--- src/rtl/mbx_pkg.sv ---
// Shared constants and FSM state type for the slave-9 mailbox AHB-Lite responder.
package mbx_pkg;

   localparam logic [7:0] MBX_TXDATA = 8'h00;
   localparam logic [7:0] MBX_RXDATA = 8'h04;
   localparam logic [7:0] MBX_STATUS = 8'h08;
   localparam logic [7:0] MBX_IRQEN  = 8'h0C;

   localparam logic [1:0] HTRANS_IDLE   = 2'b00;
   localparam logic [1:0] HTRANS_BUSY   = 2'b01;
   localparam logic [1:0] HTRANS_NONSEQ = 2'b10;
   localparam logic [1:0] HTRANS_SEQ    = 2'b11;

   localparam logic [1:0] HRESP_OKAY  = 2'b00;
   localparam logic [1:0] HRESP_ERROR = 2'b01;

   localparam logic [2:0] HSIZE_WORD = 3'b010;

   typedef enum logic [2:0] {
      ST_IDLE,
      ST_DATA,
      ST_RDWAIT,
      ST_ERR1,
      ST_ERR2
   } mbx_state_e;

endpackage

--- src/rtl/mbx_sync_fifo.sv ---
// Single-clock FIFO with occupancy count and registered-memory head; used for the TX and RX mailbox queues.
module mbx_sync_fifo #(
   parameter int DEPTH = 4,
   parameter int DW    = 32
) (
   input  logic                   clk,
   input  logic                   reset,
   input  logic                   push,
   input  logic [DW-1:0]          wdata,
   input  logic                   pop,
   output logic                   full,
   output logic                   empty,
   output logic [$clog2(DEPTH):0] count,
   output logic [DW-1:0]          head
);
   localparam int PW = $clog2(DEPTH);
   localparam int CW = PW + 1;

   logic [DW-1:0] mem [DEPTH];
   logic [PW-1:0] wr_ptr;
   logic [PW-1:0] rd_ptr;
   logic          do_push;
   logic          do_pop;

   assign full    = (count == CW'(DEPTH));
   assign empty   = (count == '0);
   assign do_push = push & ~full;
   assign do_pop  = pop & ~empty;
   assign head    = mem[rd_ptr];

   // Pointers wrap naturally at DEPTH; push and pop together leave count unchanged.
   always_ff @(posedge clk or posedge reset) begin
      if (reset) begin
         wr_ptr <= '0;
         rd_ptr <= '0;
         count  <= '0;
      end else begin
         if (do_push) wr_ptr <= wr_ptr + PW'(1);
         if (do_pop)  rd_ptr <= rd_ptr + PW'(1);
         count <= count + CW'(do_push) - CW'(do_pop);
      end
   end

   always_ff @(posedge clk) begin
      if (do_push) mem[wr_ptr] <= wdata;
   end

endmodule

--- src/rtl/mbx_ahb_slave.sv ---
// AHB-Lite mailbox target: memory-mapped TX/RX queues with two-cycle ERROR responses.
// Optional IRQ_EN register and RX-not-empty interrupt are built when MBX_IRQ_EN is defined.
module mbx_ahb_slave
   import mbx_pkg::*;
#(
   parameter int DEPTH = 4,
   parameter int DW    = 32
) (
   input  logic          clk,
   input  logic          reset,
   input  logic [3:0]    hprot,
   input  logic [2:0]    hsize,
   input  logic [1:0]    htrans,
   input  logic [DW-1:0] hwdata,
   input  logic          hwrite,
   input  logic [31:0]   haddr,
   output logic [DW-1:0] hrdata,
   output logic          hready,
   output logic [1:0]    hresp,
   output logic [DW-1:0] tx_data,
   output logic          tx_valid,
   input  logic          tx_ready,
   input  logic [DW-1:0] rx_data,
   input  logic          rx_valid,
   output logic          rx_ready,
   output logic          irq
);
   localparam int CW = $clog2(DEPTH) + 1;

   mbx_state_e    state;
   logic          dp_tx_push;
   logic          tx_full, tx_empty, rx_full, rx_empty;
   logic          tx_pop, rx_push, rx_pop;
   logic [CW-1:0] tx_count, rx_count, tx_count_nxt, rx_count_nxt;
   logic [DW-1:0] rx_head, status, rd_value;
   logic [7:0]    offset;
   logic          take, accept, mapped, tx_full_eff, addr_err;
   logic          unused_bits;

   // Peer streams: a beat transfers on a clock edge where valid and ready are both high;
   // valid never waits on ready, and ready reflects only queue space (RX) or is peer-driven (TX).
   assign tx_valid = ~tx_empty;
   assign tx_pop   = tx_valid & tx_ready;
   assign rx_ready = ~rx_full;
   assign rx_push  = rx_valid & rx_ready;
   assign rx_pop   = (state == ST_RDWAIT);

   mbx_sync_fifo #(.DEPTH(DEPTH), .DW(DW)) u_tx_fifo (
      .clk(clk), .reset(reset), .push(dp_tx_push), .wdata(hwdata), .pop(tx_pop),
      .full(tx_full), .empty(tx_empty), .count(tx_count), .head(tx_data)
   );

   mbx_sync_fifo #(.DEPTH(DEPTH), .DW(DW)) u_rx_fifo (
      .clk(clk), .reset(reset), .push(rx_push), .wdata(rx_data), .pop(rx_pop),
      .full(rx_full), .empty(rx_empty), .count(rx_count), .head(rx_head)
   );

   assign offset      = haddr[7:0];
   assign take        = hready & htrans[1];
   // A TX push in the current data phase counts as occupancy; a same-cycle peer pop does not free space.
   assign tx_full_eff = tx_full | (dp_tx_push & (tx_count == CW'(DEPTH - 1)));
   assign addr_err    = (hsize != HSIZE_WORD) | ~mapped
                      | (hwrite & (offset == MBX_TXDATA) & tx_full_eff)
                      | (~hwrite & (offset == MBX_RXDATA) & rx_empty);
   assign accept      = take & ~addr_err;

   // STATUS is captured at the address phase but reports occupancy as seen in the data phase.
   assign tx_count_nxt = tx_count + CW'(dp_tx_push) - CW'(tx_pop);
   assign rx_count_nxt = rx_count + CW'(rx_push) - CW'(rx_pop);

   always_comb begin
      status      = '0;
      status[3:0] = 4'(tx_count_nxt);
      status[7:4] = 4'(rx_count_nxt);
      status[8]   = (tx_count_nxt == CW'(DEPTH));
      status[9]   = (rx_count_nxt == '0);
   end

`ifdef MBX_IRQ_EN
   logic irq_en, dp_irq_wr, irq_en_nxt;

   assign mapped     = (offset == MBX_TXDATA) | (offset == MBX_RXDATA)
                     | (offset == MBX_STATUS) | (offset == MBX_IRQEN);
   assign irq_en_nxt = dp_irq_wr ? hwdata[0] : irq_en;

   always_comb begin
      rd_value = '0;
      if (offset == MBX_STATUS)     rd_value = status;
      else if (offset == MBX_IRQEN) rd_value[0] = irq_en_nxt;
   end

   always_ff @(posedge clk or posedge reset) begin
      if (reset) begin
         irq_en    <= 1'b0;
         dp_irq_wr <= 1'b0;
         irq       <= 1'b0;
      end else begin
         dp_irq_wr <= accept & hwrite & (offset == MBX_IRQEN);
         irq_en    <= irq_en_nxt;
         irq       <= irq_en & ~rx_empty;
      end
   end
`else
   assign mapped = (offset == MBX_TXDATA) | (offset == MBX_RXDATA) | (offset == MBX_STATUS);
   assign irq    = 1'b0;

   always_comb begin
      rd_value = '0;
      if (offset == MBX_STATUS) rd_value = status;
   end
`endif

   always_ff @(posedge clk or posedge reset) begin
      if (reset) begin
         state      <= ST_IDLE;
         hready     <= 1'b1;
         hresp      <= HRESP_OKAY;
         hrdata     <= '0;
         dp_tx_push <= 1'b0;
      end else begin
         dp_tx_push <= accept & hwrite & (offset == MBX_TXDATA);
         case (state)
            ST_RDWAIT: begin
               state  <= ST_DATA;
               hready <= 1'b1;
               hresp  <= HRESP_OKAY;
               hrdata <= rx_head;
            end
            ST_ERR1: begin
               state  <= ST_ERR2;
               hready <= 1'b1;
               hresp  <= HRESP_ERROR;
               hrdata <= '0;
            end
            default: begin
               hrdata <= '0;
               hresp  <= HRESP_OKAY;
               hready <= 1'b1;
               if (!take) begin
                  state <= ST_IDLE;
               end else if (addr_err) begin
                  state  <= ST_ERR1;
                  hready <= 1'b0;
                  hresp  <= HRESP_ERROR;
               end else if (!hwrite && (offset == MBX_RXDATA)) begin
                  state  <= ST_RDWAIT;
                  hready <= 1'b0;
               end else begin
                  state <= ST_DATA;
                  if (!hwrite) hrdata <= rd_value;
               end
            end
         endcase
      end
   end

   assign unused_bits = ^{hprot, haddr[31:8], htrans[0]};

endmodule

--- config.mk ---
export PLATFORM = sky130hd
export DESIGN_NAME = mbx_ahb_slave
export DESIGN_NICKNAME = d
export VERILOG_FILES = /design/src/rtl/mbx_pkg.sv /design/src/rtl/mbx_sync_fifo.sv /design/src/rtl/mbx_ahb_slave.sv
export SDC_FILE = /design/constraint.sdc
export NUM_CORES = 1
export LEC_CHECK = 0
export CORE_MARGIN = 1
export CORE_UTILIZATION = 45
export DETAILED_ROUTE_END_ITERATION = 16
export GPL_TIMING_DRIVEN = 0
export HOLD_SLACK_MARGIN = 0.15
export PLACE_DENSITY = 0.69
export SYNTH_ARGS = -nofsm -noshare
export SYNTH_HDL_FRONTEND = slang
export SYNTH_SLANG_ARGS = --single-unit
--- constraint.sdc ---
create_clock -name clk -period 3.5 [get_ports clk]
set_input_delay 0.35 -clock clk [delete_from_list [all_inputs] [get_ports clk]]
set_output_delay 0.35 -clock clk [all_outputs]
set_load 0.03 [all_outputs]
==> results.md, run 1 <==
- Crit path launch type: flop
- Critical path peak fanout: 10
- Top cells by area, synth: edfxtp_1 66%, mux4_2 12%, dfrtp_1 11%
- Final WS setup: 0.4597 ns
- Die ar.: 0.02640 mm^2
- Worst-margin pin slew: 0.9323 ns
- Mux cell area share after synthesis: 12.53%
- Drt pass-1 iters: 4
- Worst Hold Class: in2reg
- Ys async rst share: 16.88%
- Final #Nets: 850
- Max Freq: 328.9 MHz
- Ys flop type: edfxtp_1
- Post-Synth Adder-Cell Area: 2.418%
- Final hold viol count: 0
- Max Buffers Root-to-Sink: 3
- Yosys top cell by area: edfxtp_1
- Std cell rows: 58
- Avg Synthesized Cell Area: 21.70 um^2
- Port bufs: 148
- MaxCap Viol Count: 0
- CTS root buffer: clkbuf_16
- Period Utilization, post-route: 86.87%
- Dpl hpwl: 13520 um
- Antenna violations before repair: 0
- Crit path capture type: primary output
- GRT overflow: 0
- Compound-Gate Fraction of Synth Area: 0.9284%
- Placed Area: 0.01356 mm^2
- Worst-path cell chain: clkbuf_1, clkbuf_1, mux4_2, clkdlybuf4s50_1
- Slew Limit Fails: 0
- GP Congestion: 0.7146
- Via Count: 5546
- Crit path largest cell delay: 0.64 ns
- Max-slew headroom: 37.85%
- Overall routing resource usage: 16.82%
- TritonCTS clock tree: yes
- Critical path class: reg2out
- Slowest-stage cell, CP: clkdlybuf4s50_1
- Peak supply drop: 0.0004562 V
- Clock transition at the registers of the reported paths: 0.06 ns
- Run status: complete, no violations
- Wire per inst: 19.89 um
- Buffers and inverters on the worst path: 3
- LEAKAGE: 5.047 nW
- Layout cells sized above 1: 19.89%
- Setup_tns: 0 ns
- CP most frequent cell: clkbuf_1
- Vias in the first global route: 5959
- RSZ-0062 raised after global routing: false
- Setup WS pre-CTS: 0.8354 ns
- Number of DRC markers in iteration 0: 376
- WL final: 21370 um
- Vias per cell: 5.164
- H-tree depth: 1
- Delay-heaviest family, CP: buffers and inverters
- Antenna Violating Nets Remaining: 0
- Clock sinks: 308
- Setup bufs post-CTS: 0
- Pwr/cell area: 764.8 mW/mm^2
- Die X: 162.5 um
- Largest net degree at the start of global routing: 36
- Count of different cell masters after synthesis: 41
- Critical Path RT: 3.15 ns
- Post-route design area: 0.01456 mm^2
- #FFs+latches synth: 308
- Total power: 11.14 mW
- First-pass GRT wire length: 33530 um
- Post-synth top area share: 66.33%
- Largest family of logic cells by synthesized area: multiplexers
- Syn-to-layout area delta: 25.65%
- Clock Latency Late Sink: 0.56 ns
- Synth Instances: 534
- Starting Density: 45.89%
- Syn. warnings: 0
- DRC Markers: 0
- Core Util, Final: 57.66%
- Ports: 180
- TritonCTS buffer count: 31
- XOR/XNOR share of the synthesized area: 0.9068%
- DIE HEIGHT: 162.5 um
- Post-route minimum period: 3.040 ns
- Core area: 0.02525 mm^2
- EDFF count, synth: 256
- Antenna diodes: 0
- Sequential area share after synthesis: 77.57%
- Synth Area in Simple Gates: 3.951%
- Netlist Area Pre-Place: 0.01159 mm^2
- Final setup violating endpoints: 0
- Clock Skews: 0.02667 ns
- WP data arrival: 2.69 ns
==> worst paths after layout <==
check	start	endpoint	slack [ns]	depth (start not counted)
max in group asynchronous	reset	hready	2.19	4
setup / recovery	u_tx_fifo.rd_ptr[1]	tx_data[23]	0.46	4
setup reg to reg	state[1]	hrdata[9]	0.81	10
hold reg to reg	hready	dp_tx_push	0.54	2
hold / removal	htrans[1]	dp_tx_push	0.40	3
min in group asynchronous	reset	hrdata[27]	0.68	3
==> per-layer routing <==
metal,vias to the layer above,part of all wire [%],global-route usage (%)
met5,-,0,0
met4,0,1.8,3.688
met3,35,6.9,3.947
met2,161,51,29.64
met1,2860,40,21.11
li1,2490,-,-
==> worst min-delay path, cell delays in order <==
cell	delay (ns)
clkdlybuf4s50_1	0.43
nand2_1	0.07
nor4b_1	0.04
==> where the power goes <==
| part | switching (mW) | total (mW) | internal (mW) |
|---|---|---|---|
| Clock | 1.31 | 3.18 | 1.87 |
| Combinational | 1.77 | 3.36 | 1.58 |
| Sequential | 0.141 | 4.60 | 4.46 |
==> flip-flops by register name, summed over array words and instances, names as in the netlist <==
name / cells
u_rx_fifo.rd_ptr: 2
u_tx_fifo.mem: 128
u_rx_fifo.mem: 128
u_tx_fifo.rd_ptr: 2
state: 3
dp_tx_push: 1
hready: 1
u_rx_fifo.count: 3
hrdata: 32
u_tx_fifo.wr_ptr: 2
hresp: 1
u_tx_fifo.count: 3
u_rx_fifo.wr_ptr: 2
==> final cells by class <==
type / count / area [um^2]
Fill cell: 1873 / 10690
Sequential cell: 308 / 8990
Multi-Input combinational cell: 184 / 2421
Timing Repair Buffer: 152 / 1551
Clock buffer: 39 / 815.8
Tap cell: 330 / 412.9
Clock inverter: 18 / 178.9
Buffer: 21 / 110.1
Inverter: 22 / 82.58
==> cell usage in the layout (no fill, tap or decap), drive strengths merged, types with 4 or more instances in the layout <==
master	n
fa	4
mux4	64
nor2	6
clkdlybuf4s50	148
clkbuf	45
nor3	4
nand2	7
inv	22
ha	16
edfxtp	256
and2	5
a22o	7
dfrtp	51
xnor2	9
nor2b	25
or3b	5
and3	8
buf	18
clkinv	12
==> logic make-up (layout without fill, tap and decap cells) <==
group	after synthesis	in the layout
AOI/OAI and AO/OA	14	14
xor gates and xnor gates	12	12
adders and majority gates	20	20
buffers and inverters	43	252
DFF	308	308
muxes	65	65
other	1	2
and+or+nand+nor	71	71
==> repair_timing <==
action / 4_1_cts / 5_1_grt
hold endpoints to repair: 17 / 0
resized for setup: 0 / 0
hold buffers: 1 / 0
==> cells in the mapped netlist (2+ instances only) <==
cell / instances
nor2_1: 6
a21oi_1: 2
and3_1: 8
a22o_1: 7
edfxtp_1: 256
or3b_2: 4
xor2_1: 3
mux4_2: 64
dfrtp_1: 51
clkbuf_1: 6
nor3_1: 3
ha_1: 16
nand2_1: 6
buf_4: 5
nand3_1: 3
xnor2_1: 9
and2_0: 2
and2_1: 3
nor2b_1: 25
fa_1: 4
buf_2: 10
inv_1: 21
nor4_4: 2
==> through the flow <==
stage / hold slack (ns) / instances
2_1_floorplan: 0.4489 / 535
3_3_place_gp: 0.5116 / 1013
3_5_place_dp: 0.5031 / 1016
6_report: 0.4020 / 1074
5_1_grt: 0.4093 / 1074
4_1_cts: 0.3783 / 1074
Power figures use the tool's default switching activity.
==> inputs of run 2 (changes only) <==
CTS_CLUSTER_SIZE = 30   (was unset)
SLEW_MARGIN = 10   (was unset)
==> results.md, run 2 (synthesis gave the netlist of run 1 again) <==
- Layout cells sized above 1: 20.80% (+0.91 points)
- Crit path launch type: flop
- GP Congestion: 0.7146 (unchanged)
- DRC Markers: 0 (unchanged)
- LEAKAGE: 5.130 nW (+1.6%)
- Clock transition at the registers of the reported paths: 0.06 ns (about the same)
- Port bufs: 148 (unchanged)
- WP data arrival: 2.75 ns (+0.06 ns)
- TritonCTS buffer count: 31 (unchanged)
- Final-layout fill cell count: 1875 (+0.11%)
- Multi-input gate area: 0.002421 mm^2 (unchanged)
- Max-slew headroom: 57.37% (+20 points)
- Die ar.: 0.02640 mm^2 (unchanged)
- Antenna Violating Nets Remaining: 0 (unchanged)
- Syn-to-layout area delta: 26.98%
- Dpl hpwl: 13940 um (+3.1%)
- Setup_tns: 0 ns (unchanged)
- Die X: 162.5 um (unchanged)
- TritonCTS clock tree: yes
- Top Registers: u_rx_fifo.mem x128, u_tx_fifo.mem x128, hrdata x32
- Antenna violations before repair: 0 (unchanged)
- Final setup violating endpoints: 0 (unchanged)
- Max Freq: 323.0 MHz (-1.8%)
- Critical Path RT: 3.15 ns (about the same)
- Total power: 11.25 mW (+1.0%)
- Post-route minimum period: 3.096 ns (+0.05613 ns)
- Core area: 0.02525 mm^2 (unchanged)
- Slew Limit Fails: 0 (unchanged)
- Clock Skews: 0.02240 ns (-0.004267 ns)
- First-pass GRT wire length: 33520 um (about the same)
- Clock sinks: 308 (unchanged)
- MaxCap Viol Count: 0 (unchanged)
- Vias in the first global route: 6017 (+0.97%)
- Worst-margin pin slew: 0.6395 ns (-0.2928 ns)
- Via Count: 5564 (+0.32%)
- Clock Latency Late Sink: 0.57 ns (about the same)
- Max Buffers Root-to-Sink: 3 (unchanged)
- Starting Density: 45.89% (unchanged)
- Final hold viol count: 0 (unchanged)
- Post-CTS sizing: 0 (unchanged)
- Register Area: 0.008990 mm^2 (unchanged)
- CTS root buffer: clkbuf_16
- Critical path class: reg2out
- Ports: 180 (unchanged)
- Final #Nets: 856 (+0.71%)
- Critical path peak fanout: 10 (unchanged)
- Worst Hold Class: in2reg
- WL final: 21430 um (+0.29%)
- Most common cell after layout, fill and taps aside: edfxtp_1
- Period Utilization, post-route: 88.47% (+1.6 points)
- Overall routing resource usage: 16.79% (-0.028 points)
- H-tree depth: 1 (unchanged)
- Peak supply drop: 0.0004606 V (+0.95%)
- Number of DRC markers in iteration 0: 382 (+1.6%)
- Crit path capture type: primary output
- Most frequent cells in the layout: 256 x edfxtp_1, 148 x clkdlybuf4s50_1, 64 x mux4_2
- Pwr/cell area: 764.4 mW/mm^2 (about the same)
- RSZ-0062 raised after global routing: false
- Largest net degree at the start of global routing: 34 (-5.6%)
- Run status: complete, no violations
- Wire per inst: 19.84 um (-0.27%)
- Std cell rows: 58 (unchanged)
- Drt pass-1 iters: 4 (unchanged)
- GRT overflow: 0 (unchanged)
- Antenna diodes: 0 (unchanged)
- Vias per cell: 5.152 (-0.23%)
- DIE HEIGHT: 162.5 um (unchanged)
run 2: changes by cell type in the layout (fill, tap and decap cells not counted), sizes merged:
cell / delta
buf: +6
clkbuf: +4
clkinvlp: -3
clkinv: -1
run 2: final cells by class:
class	count	share of cell area [%]
Buffer	21	0.7482
Clock buffer	43	5.917
Clock inverter	14	1.071
Inverter	22	0.5611
Multi-Input combinational cell	184	16.45
Sequential cell	308	61.09
Tap cell	330	2.806
Timing Repair Buffer	158	11.36
run 2: what timing repair did:
| action | in CTS | in global routing |
|---|---|---|
| hold endpoints to repair | 16 | 0 |
| hold buffers | 1 | 0 |
| buffers inserted | 0 | 0 |
run 2: routing by layer:
layer  global-route usage [%]  vias to the layer above  routed length, um
met3                    4.125                       33               1595
met5                        0                        -                  0
li1                         -                     2505                  -
met4                    3.902                        0                369
met2                    29.04                      170              10840
met1                    21.37                     2856               8623
run 2: worst paths after layout:
path                       cells past startpoint           startpoint  slack [ns]          end
max reg2reg                                   10             state[1]        0.80    hrdata[9]
max                                            4  u_tx_fifo.rd_ptr[1]        0.40  tx_data[23]
max in group asynchronous                      4                reset        2.16       hready
min reg2reg                                    2               hready        0.52   dp_tx_push
min                                            3            htrans[1]        0.39   dp_tx_push
min in group asynchronous                      3                reset        0.68   hrdata[28]
run 2: through the flow:
| step | instances | hold slack, ns | cell area, um^2 | worst slack, ns | util, % |
|---|---|---|---|---|---|
| 3_5_place_dp | 1022 | 0.5063 | 13680 | 0.8036 | 54.16 |
| 5_1_grt | 1080 | 0.3888 | 14720 | 0.2564 | 58.27 |
| 4_1_cts | 1080 | 0.3554 | 14720 | 0.3618 | 58.27 |
| 3_3_place_gp | 1013 | 0.5116 | 13490 | 0.6406 | 53.41 |
| 6_report | 1080 | 0.3855 | 14720 | 0.4035 | 58.27 |
| 2_1_floorplan | 535 | 0.4489 | 11590 | 0.9592 | - |
run 2: critical path: stages (launching register included):
cell	delay, ns
dfrtp_1	0.32
clkbuf_1	0.28
clkbuf_1	0.53
mux4_2	0.40
clkdlybuf4s50_1	0.66
run 2: where the power goes:
group / total [mW] / switching (mW) / leakage (nW) / internal, mW
Clock: 3.27 / 1.31 / 0.513 / 1.95
Sequential: 4.59 / 0.141 / 3.00 / 4.45
Combinational: 3.39 / 1.78 / 1.61 / 1.61
Total: 11.2 / 3.23 / 5.13 / 8.02
